`src/rtl/mc_sequencer.sv`:
```
`default_nettype none
// ============================================================================
// Module      : mc_sequencer
// Description : Multi-cycle CPU control sequencer. Walks each instruction
//               through IF / ID / EX / MEM / WB, raising the fetch, cache,
//               ALU and write-back controls, and counts retired
//               instructions. HLT parks the machine in HALT until reset.
//
//   clk          in   clock, rising-edge
//   reset_n      in   asynchronous active-low reset
//   instr_opcode in   [3:0] opcode of the current instruction
//   instr_func   in   [5:0] func field of the current instruction
//   i_ready      in   instruction-cache done (looked at in IF only)
//   d_ready      in   data-cache done (looked at in MEM only)
//   i_readM      out  instruction fetch request
//   ir_write     out  instruction-register load strobe
//   d_readM      out  data read request
//   d_writeM     out  data write request
//   alu_opcode   out  [3:0] ALU opcode select
//   alu_func     out  [5:0] ALU func select
//   alu_src_imm  out  ALU B operand from immediate
//   reg_write    out  register-file write strobe
//   mem_to_reg   out  write-back from load data
//   pc_write     out  PC advance strobe
//   wwd_en       out  output-port latch strobe
//   illegal      out  unsupported-instruction pulse
//   halted       out  CPU halted
//   num_inst     out  [WORD_SIZE-1:0] retired-instruction count
//   state        out  [2:0] current state
//
// Revision    : 1.0 - initial release
// ============================================================================
module mc_sequencer #(
    parameter int WORD_SIZE = 16
) (
    input  logic                 clk,
    input  logic                 reset_n,
    input  logic [3:0]           instr_opcode,
    input  logic [5:0]           instr_func,
    input  logic                 i_ready,
    input  logic                 d_ready,
    output logic                 i_readM,
    output logic                 ir_write,
    output logic                 d_readM,
    output logic                 d_writeM,
    output logic [3:0]           alu_opcode,
    output logic [5:0]           alu_func,
    output logic                 alu_src_imm,
    output logic                 reg_write,
    output logic                 mem_to_reg,
    output logic                 pc_write,
    output logic                 wwd_en,
    output logic                 illegal,
    output logic                 halted,
    output logic [WORD_SIZE-1:0] num_inst,
    output logic [2:0]           state
);

    localparam logic [2:0] c_ST_IF   = 3'd0;
    localparam logic [2:0] c_ST_ID   = 3'd1;
    localparam logic [2:0] c_ST_EX   = 3'd2;
    localparam logic [2:0] c_ST_MEM  = 3'd3;
    localparam logic [2:0] c_ST_WB   = 3'd4;
    localparam logic [2:0] c_ST_HALT = 3'd5;

    localparam logic [3:0] c_OP_ADI  = 4'd4;
    localparam logic [3:0] c_OP_LWD  = 4'd7;
    localparam logic [3:0] c_OP_SWD  = 4'd8;
    localparam logic [3:0] c_OP_RTYP = 4'd15;

    localparam logic [5:0] c_FN_SHR  = 6'd7;
    localparam logic [5:0] c_FN_WWD  = 6'd28;
    localparam logic [5:0] c_FN_HLT  = 6'd29;

    logic [2:0]           r_state;
    logic [2:0]           w_next;
    logic [WORD_SIZE-1:0] r_num_inst;
    logic                 w_retire;

    logic w_is_rtype;
    logic w_is_imm;
    logic w_is_lwd;
    logic w_is_swd;
    logic w_is_hlt;
    logic w_is_wwd;
    logic w_is_alu_r;

    // Instruction decode
    assign w_is_rtype = (instr_opcode == c_OP_RTYP);
    assign w_is_imm   = (instr_opcode >= c_OP_ADI) && (instr_opcode <= c_OP_SWD);
    assign w_is_lwd   = (instr_opcode == c_OP_LWD);
    assign w_is_swd   = (instr_opcode == c_OP_SWD);
    assign w_is_hlt   = w_is_rtype && (instr_func == c_FN_HLT);
    assign w_is_wwd   = w_is_rtype && (instr_func == c_FN_WWD);
    assign w_is_alu_r = w_is_rtype && (instr_func <= c_FN_SHR);

    // Next-state and output decode. Outputs depend only on the current state
    // and inputs; everything is forced low while reset is held so that the
    // fetch request does not leak out of the reset window.
    always_comb begin
        w_next      = r_state;
        w_retire    = 1'b0;
        i_readM     = 1'b0;
        ir_write    = 1'b0;
        d_readM     = 1'b0;
        d_writeM    = 1'b0;
        alu_opcode  = 4'd0;
        alu_func    = 6'd0;
        alu_src_imm = 1'b0;
        reg_write   = 1'b0;
        mem_to_reg  = 1'b0;
        pc_write    = 1'b0;
        wwd_en      = 1'b0;
        illegal     = 1'b0;
        halted      = 1'b0;

        case (r_state)
            c_ST_IF: begin
                i_readM = 1'b1;
                if (i_ready) begin
                    ir_write = 1'b1;
                    w_next   = c_ST_ID;
                end
            end
            c_ST_ID: begin
                if (w_is_hlt) begin
                    w_next = c_ST_HALT;
                end else if (w_is_wwd) begin
                    wwd_en   = 1'b1;
                    pc_write = 1'b1;
                    w_retire = 1'b1;
                    w_next   = c_ST_IF;
                end else if (w_is_alu_r || w_is_imm) begin
                    w_next = c_ST_EX;
                end else begin
                    // Unsupported: skip it without counting a retirement
                    illegal  = 1'b1;
                    pc_write = 1'b1;
                    w_next   = c_ST_IF;
                end
            end
            c_ST_EX: begin
                alu_opcode  = instr_opcode;
                alu_func    = instr_func;
                alu_src_imm = w_is_imm;
                w_next      = (w_is_lwd || w_is_swd) ? c_ST_MEM : c_ST_WB;
            end
            c_ST_MEM: begin
                alu_opcode  = instr_opcode;
                alu_func    = instr_func;
                alu_src_imm = w_is_imm;
                d_readM     = w_is_lwd;
                d_writeM    = w_is_swd;
                if (d_ready) begin
                    if (w_is_lwd) begin
                        w_next = c_ST_WB;
                    end else begin
                        // Store completes here; nothing to write back
                        pc_write = 1'b1;
                        w_retire = 1'b1;
                        w_next   = c_ST_IF;
                    end
                end
            end
            c_ST_WB: begin
                alu_opcode  = instr_opcode;
                alu_func    = instr_func;
                alu_src_imm = w_is_imm;
                reg_write   = 1'b1;
                mem_to_reg  = w_is_lwd;
                pc_write    = 1'b1;
                w_retire    = 1'b1;
                w_next      = c_ST_IF;
            end
            c_ST_HALT: begin
                halted = 1'b1;
            end
            default: begin
                w_next = c_ST_IF;
            end
        endcase

        if (!reset_n) begin
            w_retire    = 1'b0;
            i_readM     = 1'b0;
            ir_write    = 1'b0;
            d_readM     = 1'b0;
            d_writeM    = 1'b0;
            alu_opcode  = 4'd0;
            alu_func    = 6'd0;
            alu_src_imm = 1'b0;
            reg_write   = 1'b0;
            mem_to_reg  = 1'b0;
            pc_write    = 1'b0;
            wwd_en      = 1'b0;
            illegal     = 1'b0;
            halted      = 1'b0;
        end
    end

    always_ff @(posedge clk or negedge reset_n) begin
        if (!reset_n) begin
            r_state    <= c_ST_IF;
            r_num_inst <= '0;
        end else begin
            r_state <= w_next;
            if (w_retire) begin
                r_num_inst <= r_num_inst + WORD_SIZE'(1);
            end
        end
    end

    assign state    = r_state;
    assign num_inst = r_num_inst;

endmodule
`default_nettype wire

```
`config.mk`:
```
export PLATFORM = sky130hd
export DESIGN_NAME = mc_sequencer
export DESIGN_NICKNAME = d
export VERILOG_FILES = /design/src/rtl/mc_sequencer.sv
export SDC_FILE = /design/constraint.sdc
export NUM_CORES = 1
export LEC_CHECK = 0
export ABC_AREA = 1
export CAP_MARGIN = 15
export CORE_ASPECT_RATIO = 0.6
export CORE_MARGIN = 4
export CORE_UTILIZATION = 41
export DETAILED_ROUTE_END_ITERATION = 10
export PLACE_DENSITY = 0.87
export SLEW_MARGIN = 10
export SYNTH_ARGS = -nofsm -noshare
export SYNTH_HDL_FRONTEND = slang
export SYNTH_SLANG_ARGS = --single-unit
export TNS_END_PERCENT = 30
```
`constraint.sdc`:
```
create_clock -name clk -period 1.65 [get_ports clk]
set_input_delay 0.4125 -clock clk [delete_from_list [all_inputs] [get_ports clk]]
set_output_delay 0.4125 -clock clk [all_outputs]
set_load 0.05 [all_outputs]
```
### Word-level counts from Yosys, hierarchy flattened

Cells that the tools add are included.

* register bits: 19
* bits of input ports: 14
* output and inout port bits: 40
* logic and storage cells: 74

* $add $sub $neg: 1
* $lt $le $gt $ge: 3
* eq/ne operators: 12
* muxes and demuxes: 46
* bitwise logic cells: 1
* reduce and logical (&&, ||, !) cells: 9

Operators by type and width (number)
* $mux 1: 32
* $add 16x1->16 const B: 1
* $mux 3: 5
* $pmux 3 s5: 1
* $eq 6x5->1 const B: 2
* $mux 6: 2
* $eq 4x4->1 const B: 2
* $mux 4: 2
* $eq 3x2->1 const B: 2
* $eq 3x3->1 const B: 2
* $le 6x3->1 const B: 1
* $pmux 1 s3: 2
* $eq 4x3->1 const B: 1
* $ge 4x3->1 const B: 1
* $le 4x4->1 const B: 1
* $logic_and 1x1->1: 4
* $mux 2: 2
* $ne 2x2->1 const B: 2
* $eq 3x1->1 const B: 1
* $logic_not 3->1: 1
* $reduce_and 3->1: 1
* $reduce_or 3->1: 1
* $logic_or 1x1->1: 2
* $not 1->1: 1

### Longest topological paths before layout

Gate-level depths: netlist of run 1.

* depth in word-level cells: 8
* gate-level depth with buffers: 10
* gate-level depth less buffers: 9

### Least setup slack after synthesis of run 1

Ideal clock, no wire load.

* kind: register to output
* from: register r_state[0], in the netlist state[0]
* to: output illegal
* arrival time: 2341 ps
* required time: 1237 ps
* setup slack: -1104 ps
* stages on the path, launching flop included: 5
* path buffers: 0
* path through: dfrtp_1 > inv_1 > nor3_4 > nand3_1 > nor3b_1

* longest elaborated chain between the ends: 3

Ends and longest elaborated chain
* from (decl): line 75 `logic [2:0] r_state;`
* from (signal assigned): line 203 `r_state <= c_ST_IF;`
* from (signal assigned): line 206 `r_state <= w_next;`
* $eq 3x1->1: line 117 `case (r_state)`
* $mux 1: line 117
* $mux 1: line 183 `if (!reset_n) begin`
* to (decl): line 53 `output logic illegal,`

Every way passes these cells.

### Final worst setup path of run 1

* from: register r_state[1], in the netlist state[1]
* to: output wwd_en

* longest elaborated chain between the ends: 3

Ends and longest elaborated chain
* $eq 3x1->1: line 117
* $mux 1: line 117
* $mux 1: line 183
* to (decl): line 52 `output logic wwd_en,`

Every way passes these cells.

==> results of run 1 <==
==> metrics by stage <==
step	utilization	power, mW	std cells	TNS [ns]
floorplan	-	1.64	255	-5.50
global placement	0.844	2.61	382	-17.25
detailed placement	0.844	2.67	382	-20.29
CTS	0.922	3.22	397	-7.63
global route	0.938	3.63	400	-17.22
finish	0.938	3.55	400	-15.34
==> path summary, 6_finish.rpt <==
kind,slack (ns),cells after the start,end
min in group asynchronous,0.59,3,num_inst[10]
max in group asynchronous,0.71,3,state[2]
max,-0.53,7,wwd_en
min,0.57,3,state[1]
max reg2reg,-0.40,10,num_inst[5]
min reg2reg,0.65,2,num_inst[15]
==> kinds of logic after synthesis <==
family / count (synthesis) / synth area share
adder cells (fa/ha/maj): 1 / 0.00810
buffers and inverters: 37 / 0.0989
XOR/XNOR: 7 / 0.0397
AND/OR/NAND/NOR: 186 / 0.528
flip-flops: 19 / 0.308
AO/OA/AOI/OAI: 5 / 0.0178
==> cell type report <==
| type | count | area share |
|---|---|---|
| multi-input cells | 199 | 0.366 |
| well taps | 45 | 0.0175 |
| flip-flops and latches | 19 | 0.149 |
| repair buffers | 101 | 0.415 |
| clock buffers | 4 | 0.0140 |
| inverters | 32 | 0.0382 |
==> flip-flops by register name, summed over array words and instances, names as in the netlist <==
name,count
num_inst,16
state,3
==> critical path: stages, from the launching register on <==
cell and delay, ns:
sky130_fd_sc_hd__dfrtp_2 0.44, sky130_fd_sc_hd__buf_4 0.16, sky130_fd_sc_hd__nor3_4 0.28, sky130_fd_sc_hd__buf_4 0.17, sky130_fd_sc_hd__buf_6 0.09, sky130_fd_sc_hd__nand2_2 0.07
sky130_fd_sc_hd__nor2_4 0.12, sky130_fd_sc_hd__buf_12 0.15
==> routing by layer <==
| layer | global-route usage | vias up | share of wire |
|---|---|---|---|
| met5 | 0 | - | 0 |
| met4 | 0.153 | 0 | 0.091 |
| met3 | 0.105 | 116 | 0.14 |
| met2 | 0.551 | 319 | 0.42 |
| met1 | 0.460 | 1152 | 0.35 |
| li1 | - | 997 | - |
==> synth_stat cells, drive strengths merged <==
library cell,number
nand2,89
nor2,48
inv,32
nand3,32
dfrtp,19
nand4,7
nor3,6
buf,4
xor2,4
xnor2,3
a21oi,2
o21ai,2
a21boi,1
clkbuf,1
ha,1
nand3b,1
nor3b,1
or2,1
or3,1
==> power groups by stage <==
| stage | sequential [mW] | combinational (mW) | clock (mW) |
|---|---|---|---|
| 2_1_floorplan | 0.812 | 0.827 | 0 |
| 3_3_place_gp | 0.587 | 2.02 | 0 |
| 3_5_place_dp | 0.595 | 2.08 | 0 |
| 4_1_cts | 0.585 | 2.29 | 0.340 |
| 5_1_grt | 0.602 | 2.66 | 0.363 |
| 6_report | 0.601 | 2.59 | 0.362 |
==> repair_timing <==
action,4_1_cts,5_1_grt
buffers inserted,11,3
hold endpoints to repair,0,0
pin swaps,12,6
endpoints found under the setup margin,40,39
resized for setup,62,9
==> impl_summary.txt, run 1 <==
----------------------------------------------------
[Run status]
  Outcome ... finished with violations
  Violations in the final reports ... setup timing

[Layout]
  Combined flip-flop and latch cell area ... roughly 480 µm²
  Most common cell after layout, fill and taps aside ... sky130_fd_sc_hd__nand2_1
  Layout filler cell count ... ~110
  Area occupied by multi-input gates ... 0.00117 mm²
  Antenna cell count ... 0
  Fraction of final layout cells sized beyond drive strength 1 ... 0.428
  Total non-filler cell area in the finished layout ... 0.00321 mm²
  Most frequent cells in the layout ... sky130_fd_sc_hd__nand2_1, sky130_fd_sc_hd__buf_12, sky130_fd_sc_hd__buf_4
  Net count reported at finish ... 371
  Synth-to-Final Area Change ... 108%

[Logic synthesis]
  Sequential fraction of the synthesis area ... 0.308
  Synth top area cells ... sky130_fd_sc_hd__dfrtp_1, sky130_fd_sc_hd__nand2_1, sky130_fd_sc_hd__nor2_1
  Cell taking the most area after synthesis ... sky130_fd_sc_hd__dfrtp_1
  Fraction of synthesized cell area taken by the top area cell type ... 0.308
  Register bit count reported by yosys ... 19
  Count of yosys warnings during synthesis ... 0
  Net count after synthesis ... 270
  Cell area after synthesis ... 0.00154 mm²
  Number of library cell types mapped by synthesis ... 27
  Syn Inst Count ... 255
  Syn avg cell area ... 6.05 µm²

[Floorplanning]
  Ports placed on the boundary ... 54
  Site row count ... 16
  Horizontal die dimension ... roughly 87 µm
  Core footprint ... 0.00342 mm²
  Die Footprint ... 0.00484 mm²
  Initial standard-cell utilization of the core ... 0.451
  Overall die height ... 55.5 µm

[Hold path]
  HP Start ... d_ready
  Classification of the worst-slack hold path ... input pin to flip-flop

[Timing]
  Max Fclk ... 459 MHz
  Min Tclk post-route ... roughly 2.2 ns
  Setup repair after global routing missed its margin ... yes
  Final Hold Violating Endpoints ... 0
  Final number of setup-violating endpoints ... 39
  Final count of pins violating max slew ... 0
  Tightest hold margin ... 0.569 ns
  Slew at the pin closest to its max-slew limit ... around 0.47 ns
  Worst max-slew margin expressed relative to the limit ... 0.688
  Minimum setup slack in the final design ... -0.527 ns
  Largest clock skew in the final design ... 0.00504 ns
  Final clock period utilization by the worst path ... 1.32

[Clock tree]
  TritonCTS clock tree ... done
  Clock Tree Root ... sky130_fd_sc_hd__clkbuf_8
  Number of H-tree branching levels ... 1
  Clock slew at the register clock pins of the worst setup and hold paths ... 0.08 ns
  Clk sink count ... 19
  CTS Buffer Depth ... 2
  Clk_lat worst skew ... 0.27 ns
  Hold-fix buffer count after cts ... 0
  Num CTS Buffers ... 3

[Global routing]
  GRT Resource Usage Total ... 0.357
  Antenna violations before repair ... 0
  Congestion Overflow GR ... 0
  Via count of the first global-routing pass ... 2411
  First-pass GRT wire length ... 13.3 mm
  Pin count of the biggest net entering global routing ... 37

[Worst setup path]
  Critical path start-end classification ... flip-flop to primary output
  Req. time, crit path ... 1.24 ns
  Maximum fanout along the worst path ... 3
  Element type at the critical path end ... primary output
  Startpoint type of the worst setup path ... flip-flop
  Arrival time of the worst setup path ... 1.76 ns
  Reg-to-Reg Start ... state[1]
  Critical path launch point ... state[1]

[Drt]
  Drt first-iter violations ... 488
  Router iterations before antenna repair ... 9
  Total wire length after detailed routing ... 9.50 mm
  Overall via count from detail_route ... approximately 2600
  Remaining DRCs ... 0
  Number of vias per cell ... 6.46
  Antenna-violating nets left ... 0
  Average wire per cell in the routed design ... 23.7 µm

[Power and ir drop]
  Clock Power Share ... 0.102
  Switching part of the total ... 0.491
  Net Sw Power ... roughly 1.7 mW
  Relative contribution of sequential cells to total power ... 0.169
  Maximum ir drop on the vdd rail ... 0.00104 V
  Logic gate share of total power ... 0.728
  Internal power consumption ... 1.81 mW
  P_leak ... approximately 1.5 nW
  Power per standard cell area ... around 1100 mW/mm²

[Flow run]
  Max-capacitance violation count ... 0

[Placed design]
  Number of port buffers ... 53
  RD Place Congestion ... 0.878
  Placed standard-cell area ... 0.00289 mm²
  Dpl hpwl ... around 4.7 mm
  Worst slack at placement ... -0.772 ns

----------------------------------------------------
(Power assumes the default switching activity.)
==> inputs of run 2 (changes only) <==
--- a/config.mk
+++ b/config.mk
@@ -5,13 +5,12 @@
 export SDC_FILE = /design/constraint.sdc
 export NUM_CORES = 1
 export LEC_CHECK = 0
-export ABC_AREA = 1
+export ABC_AREA = 0
 export CAP_MARGIN = 15
 export CORE_ASPECT_RATIO = 0.6
-export CORE_MARGIN = 4
-export CORE_UTILIZATION = 41
+export CORE_UTILIZATION = 42
 export DETAILED_ROUTE_END_ITERATION = 10
-export PLACE_DENSITY = 0.87
+export PLACE_DENSITY = 0.89
 export SLEW_MARGIN = 10
 export SYNTH_ARGS = -nofsm -noshare
 export SYNTH_HDL_FRONTEND = slang
==> constraint.sdc (replaced) <==
create_clock -name clk -period 2.2 [get_ports clk]
set_input_delay 0.55 -clock clk [delete_from_list [all_inputs] [get_ports clk]]
set_output_delay 0.55 -clock clk [all_outputs]
set_load 0.05 [all_outputs]
==> run 2 against run 1 <==
The flow still finishes with violations (setup timing). Count of clock-buffer cells in the layout is 1 lower. First-iteration DRC count is 63% lower. Global-route usage is 3.6 points higher. Non-clock buffer count is 10 lower. Power is 36% lower.
==> impl_summary.txt, run 2 <==
----------------------------------------------------
[Clock tree]
  TritonCTS clock tree ... done
  Num CTS Buffers ... 3
  Clk sink count ... 19
  Hold-fix buffer count after cts ... 0
  Clock Tree Root ... sky130_fd_sc_hd__clkbuf_8
  Number of H-tree branching levels ... 1
  CTS Buffer Depth ... 2
  Clk_lat worst skew ... 0.26 ns
  Clock slew at the register clock pins of the worst setup and hold paths ... 0.08 ns

[Layout]
  Most common cell after layout, fill and taps aside ... sky130_fd_sc_hd__buf_4
  Layout filler cell count ... 120
  Fraction of final layout cells sized beyond drive strength 1 ... 0.511
  Synth-to-Final Area Change ... 104%
  Utilization after layout ... 0.904
  Number of flip-flops in the largest register ... 16
  Most frequent cells in the layout ... sky130_fd_sc_hd__buf_4, sky130_fd_sc_hd__buf_12, sky130_fd_sc_hd__clkdlybuf4s50_1
  Net count reported at finish ... 235
  Antenna cell count ... 0
  Total non-filler cell area in the finished layout ... ~0.0026 mm²

[Worst setup path]
  Critical path start-end classification ... flip-flop to primary output
  Worst r2r path cells ... 8
  CP max stage delay ... 0.52 ns
  Family with the most delay on the worst path ... simple AND/OR/NAND/NOR gates
  Worst Path Buf+Inv ... 1
  Worst R2R End ... num_inst[0]
  Reg-to-Reg Start ... state[2]
  Cells along the critical path ... or4b_4 > nor4_4 > and2_4 > buf_12
  Req. time, crit path ... 1.65 ns
  Element type at the critical path end ... primary output
  Slowest-stage cell, CP ... sky130_fd_sc_hd__or4b_4
  Startpoint type of the worst setup path ... flip-flop
  Reg2Reg Setup Slack ... around 0.010 ns
  Maximum fanout along the worst path ... 5
  Arrival time of the worst setup path ... ~1.8 ns

[Run status]
  Violations in the final reports ... setup timing
  Outcome ... finished with violations

[Placed design]
  Placed standard-cell area ... 0.00229 mm²
  Number of port buffers ... 53
  Dpl hpwl ... 3.62 mm
  Worst slack at placement ... -0.650 ns
  RD Place Congestion ... 0.885

[Logic synthesis]
  Syn avg cell area ... about 9.8 µm²
  Cell taking the most area after synthesis ... sky130_fd_sc_hd__dfrtp_1
  Fraction of synthesized cell area taken by the top area cell type ... 0.374
  Count of yosys warnings during synthesis ... 0
  Main flop type after synthesis ... sky130_fd_sc_hd__dfrtp_1
  Commonest cells post-synth ... sky130_fd_sc_hd__dfrtp_1, sky130_fd_sc_hd__and2_1, sky130_fd_sc_hd__xnor2_1, sky130_fd_sc_hd__o211ai_1, sky130_fd_sc_hd__o2111ai_1
  Number of flops mapped to enable cells by yosys ... 0
  Synth top area cells ... sky130_fd_sc_hd__dfrtp_1, sky130_fd_sc_hd__xnor2_1, sky130_fd_sc_hd__and2_1
  Syn Inst Count ... 130
  Share of synthesized flip-flops with an asynchronous set or reset ... 1.00
  Cell area after synthesis ... 0.00127 mm²
  Register bit count reported by yosys ... 19
  Sequential fraction of the synthesis area ... 0.374
  Number of library cell types mapped by synthesis ... 41
  Leading cell type by number of instances after synthesis ... sky130_fd_sc_hd__dfrtp_1
  Net count after synthesis ... 145

[Power and ir drop]
  P_leak ... 1.09 nW
  Maximum ir drop on the vdd rail ... 0.000710 V
  Post-layout power ... approximately 2.3 mW
  Power per standard cell area ... between 800 and 900 mW/mm²

[Floorplanning]
  Ports placed on the boundary ... 54
  Initial standard-cell utilization of the core ... 0.442
  Site row count ... 15
  Die Footprint ... 0.00325 mm²
  Horizontal die dimension ... 73.0 µm
  Core footprint ... between 0.002 and 0.003 mm²
  Overall die height ... 44.6 µm

[Timing]
  Setup repair after global routing missed its margin ... yes
  Final count of pins violating max slew ... 0
  Worst max-slew margin expressed relative to the limit ... 0.634
  Final Hold Violating Endpoints ... 0
  Final clock period utilization by the worst path ... 1.07
  Tightest hold margin ... 0.278 ns
  Slew at the pin closest to its max-slew limit ... 0.547 ns
  Final number of setup-violating endpoints ... 15
  Min Tclk post-route ... 2.36 ns
  Largest clock skew in the final design ... roughly 0.0023 ns
  Max Fclk ... about 420 MHz
  Minimum setup slack in the final design ... -0.164 ns

[Flow run]
  Max-capacitance violation count ... 0

[Drt]
  Router iterations before antenna repair ... 5
  Number of vias per cell ... 6.56
  Antenna-violating nets left ... 0
  Average wire per cell in the routed design ... approximately 26 µm
  Overall via count from detail_route ... 1713
  Drt first-iter violations ... 181
  Remaining DRCs ... 0
  Total wire length after detailed routing ... 6.70 mm

[Global routing]
  Via count of the first global-routing pass ... 1588
  First-pass GRT wire length ... 9.05 mm
  GRT Resource Usage Total ... 0.393
  Antenna violations before repair ... 0
  Pin count of the biggest net entering global routing ... 16
  Congestion Overflow GR ... 0

[Hold path]
  Classification of the worst-slack hold path ... input pin to async pin

----------------------------------------------------
## run 2: worst max path at each step
stage                     slack [ns]       end             from  cells after the start
after floorplan                -0.26    wwd_en         state[2]                      5
after global placement         -0.49  pc_write  instr_opcode[0]                      7
after detailed placement       -0.65  pc_write  instr_opcode[0]                      7
after CTS                      -0.18    wwd_en         state[1]                      4
after global routing           -0.18  pc_write  instr_opcode[0]                      7
final                          -0.16    wwd_en         state[2]                      4
## run 2: cells by family (layout without fill, tap and decap cells)
logic type               Yosys count  after routing  share of synthesized area
AND/OR/NAND/NOR                   56             56                      0.290
adder cells (fa/ha/maj)            1              1                    0.00985
XOR/XNOR                          15             15                      0.103
flip-flops                        19             19                      0.374
multiplexers                       1              1                    0.00887
buffers and inverters              8             97                     0.0364
AO/OA/AOI/OAI                     30             30                      0.177
## run 2: metal layers
layer / global-route usage / vias to the layer above / wire [µm]
met4: 0.180 / 0 / 350
li1: - / 673 / -
met1: 0.524 / 815 / 2610
met2: 0.594 / 175 / 3000
met3: 0.112 / 50 / 736
met5: 0 / - / 0
## run 2: repair_timing
action                     CTS  global route
pin swaps                   13            14
setup endpoints to repair   24            20
resized for setup           55            37
buffers inserted            10             2
hold endpoints to repair     0             0
## run 2: area by class of cell
class | count | area (µm²) | share of cell area
clock inverter | 1 | 5.00 | 0.00193
clock buffer | 3 | 41.3 | 0.0159
sequential | 19 | 479 | 0.185
timing repair buffer | 91 | 1070 | 0.411
tap | 42 | 52.6 | 0.0203
inverter | 2 | 7.51 | 0.00289
multi-input combinational | 103 | 942 | 0.363
## run 2: power breakdown
part | switching, mW | internal [mW]
clock | 0.130 | 0.126
combinational | 0.879 | 0.688
sequential | 0.0704 | 0.394
## run 2: through the flow
stage	setup TNS [ns]	instances
floorplan	-1.33	130
global placement	-8.37	246
detailed placement	-10.97	246
CTS	-1.23	259
global route	-1.87	261
finish	-1.28	261
==> inputs of run 3 (changes only) <==
--- a/config.mk
+++ b/config.mk
@@ -6,7 +6,6 @@
 export NUM_CORES = 1
 export LEC_CHECK = 0
 export ABC_AREA = 0
-export CAP_MARGIN = 15
 export CORE_ASPECT_RATIO = 0.6
 export CORE_UTILIZATION = 42
 export DETAILED_ROUTE_END_ITERATION = 10
==> results of run 3 <==
The final DEF is identical to that of run 2; final timing and power are the same.
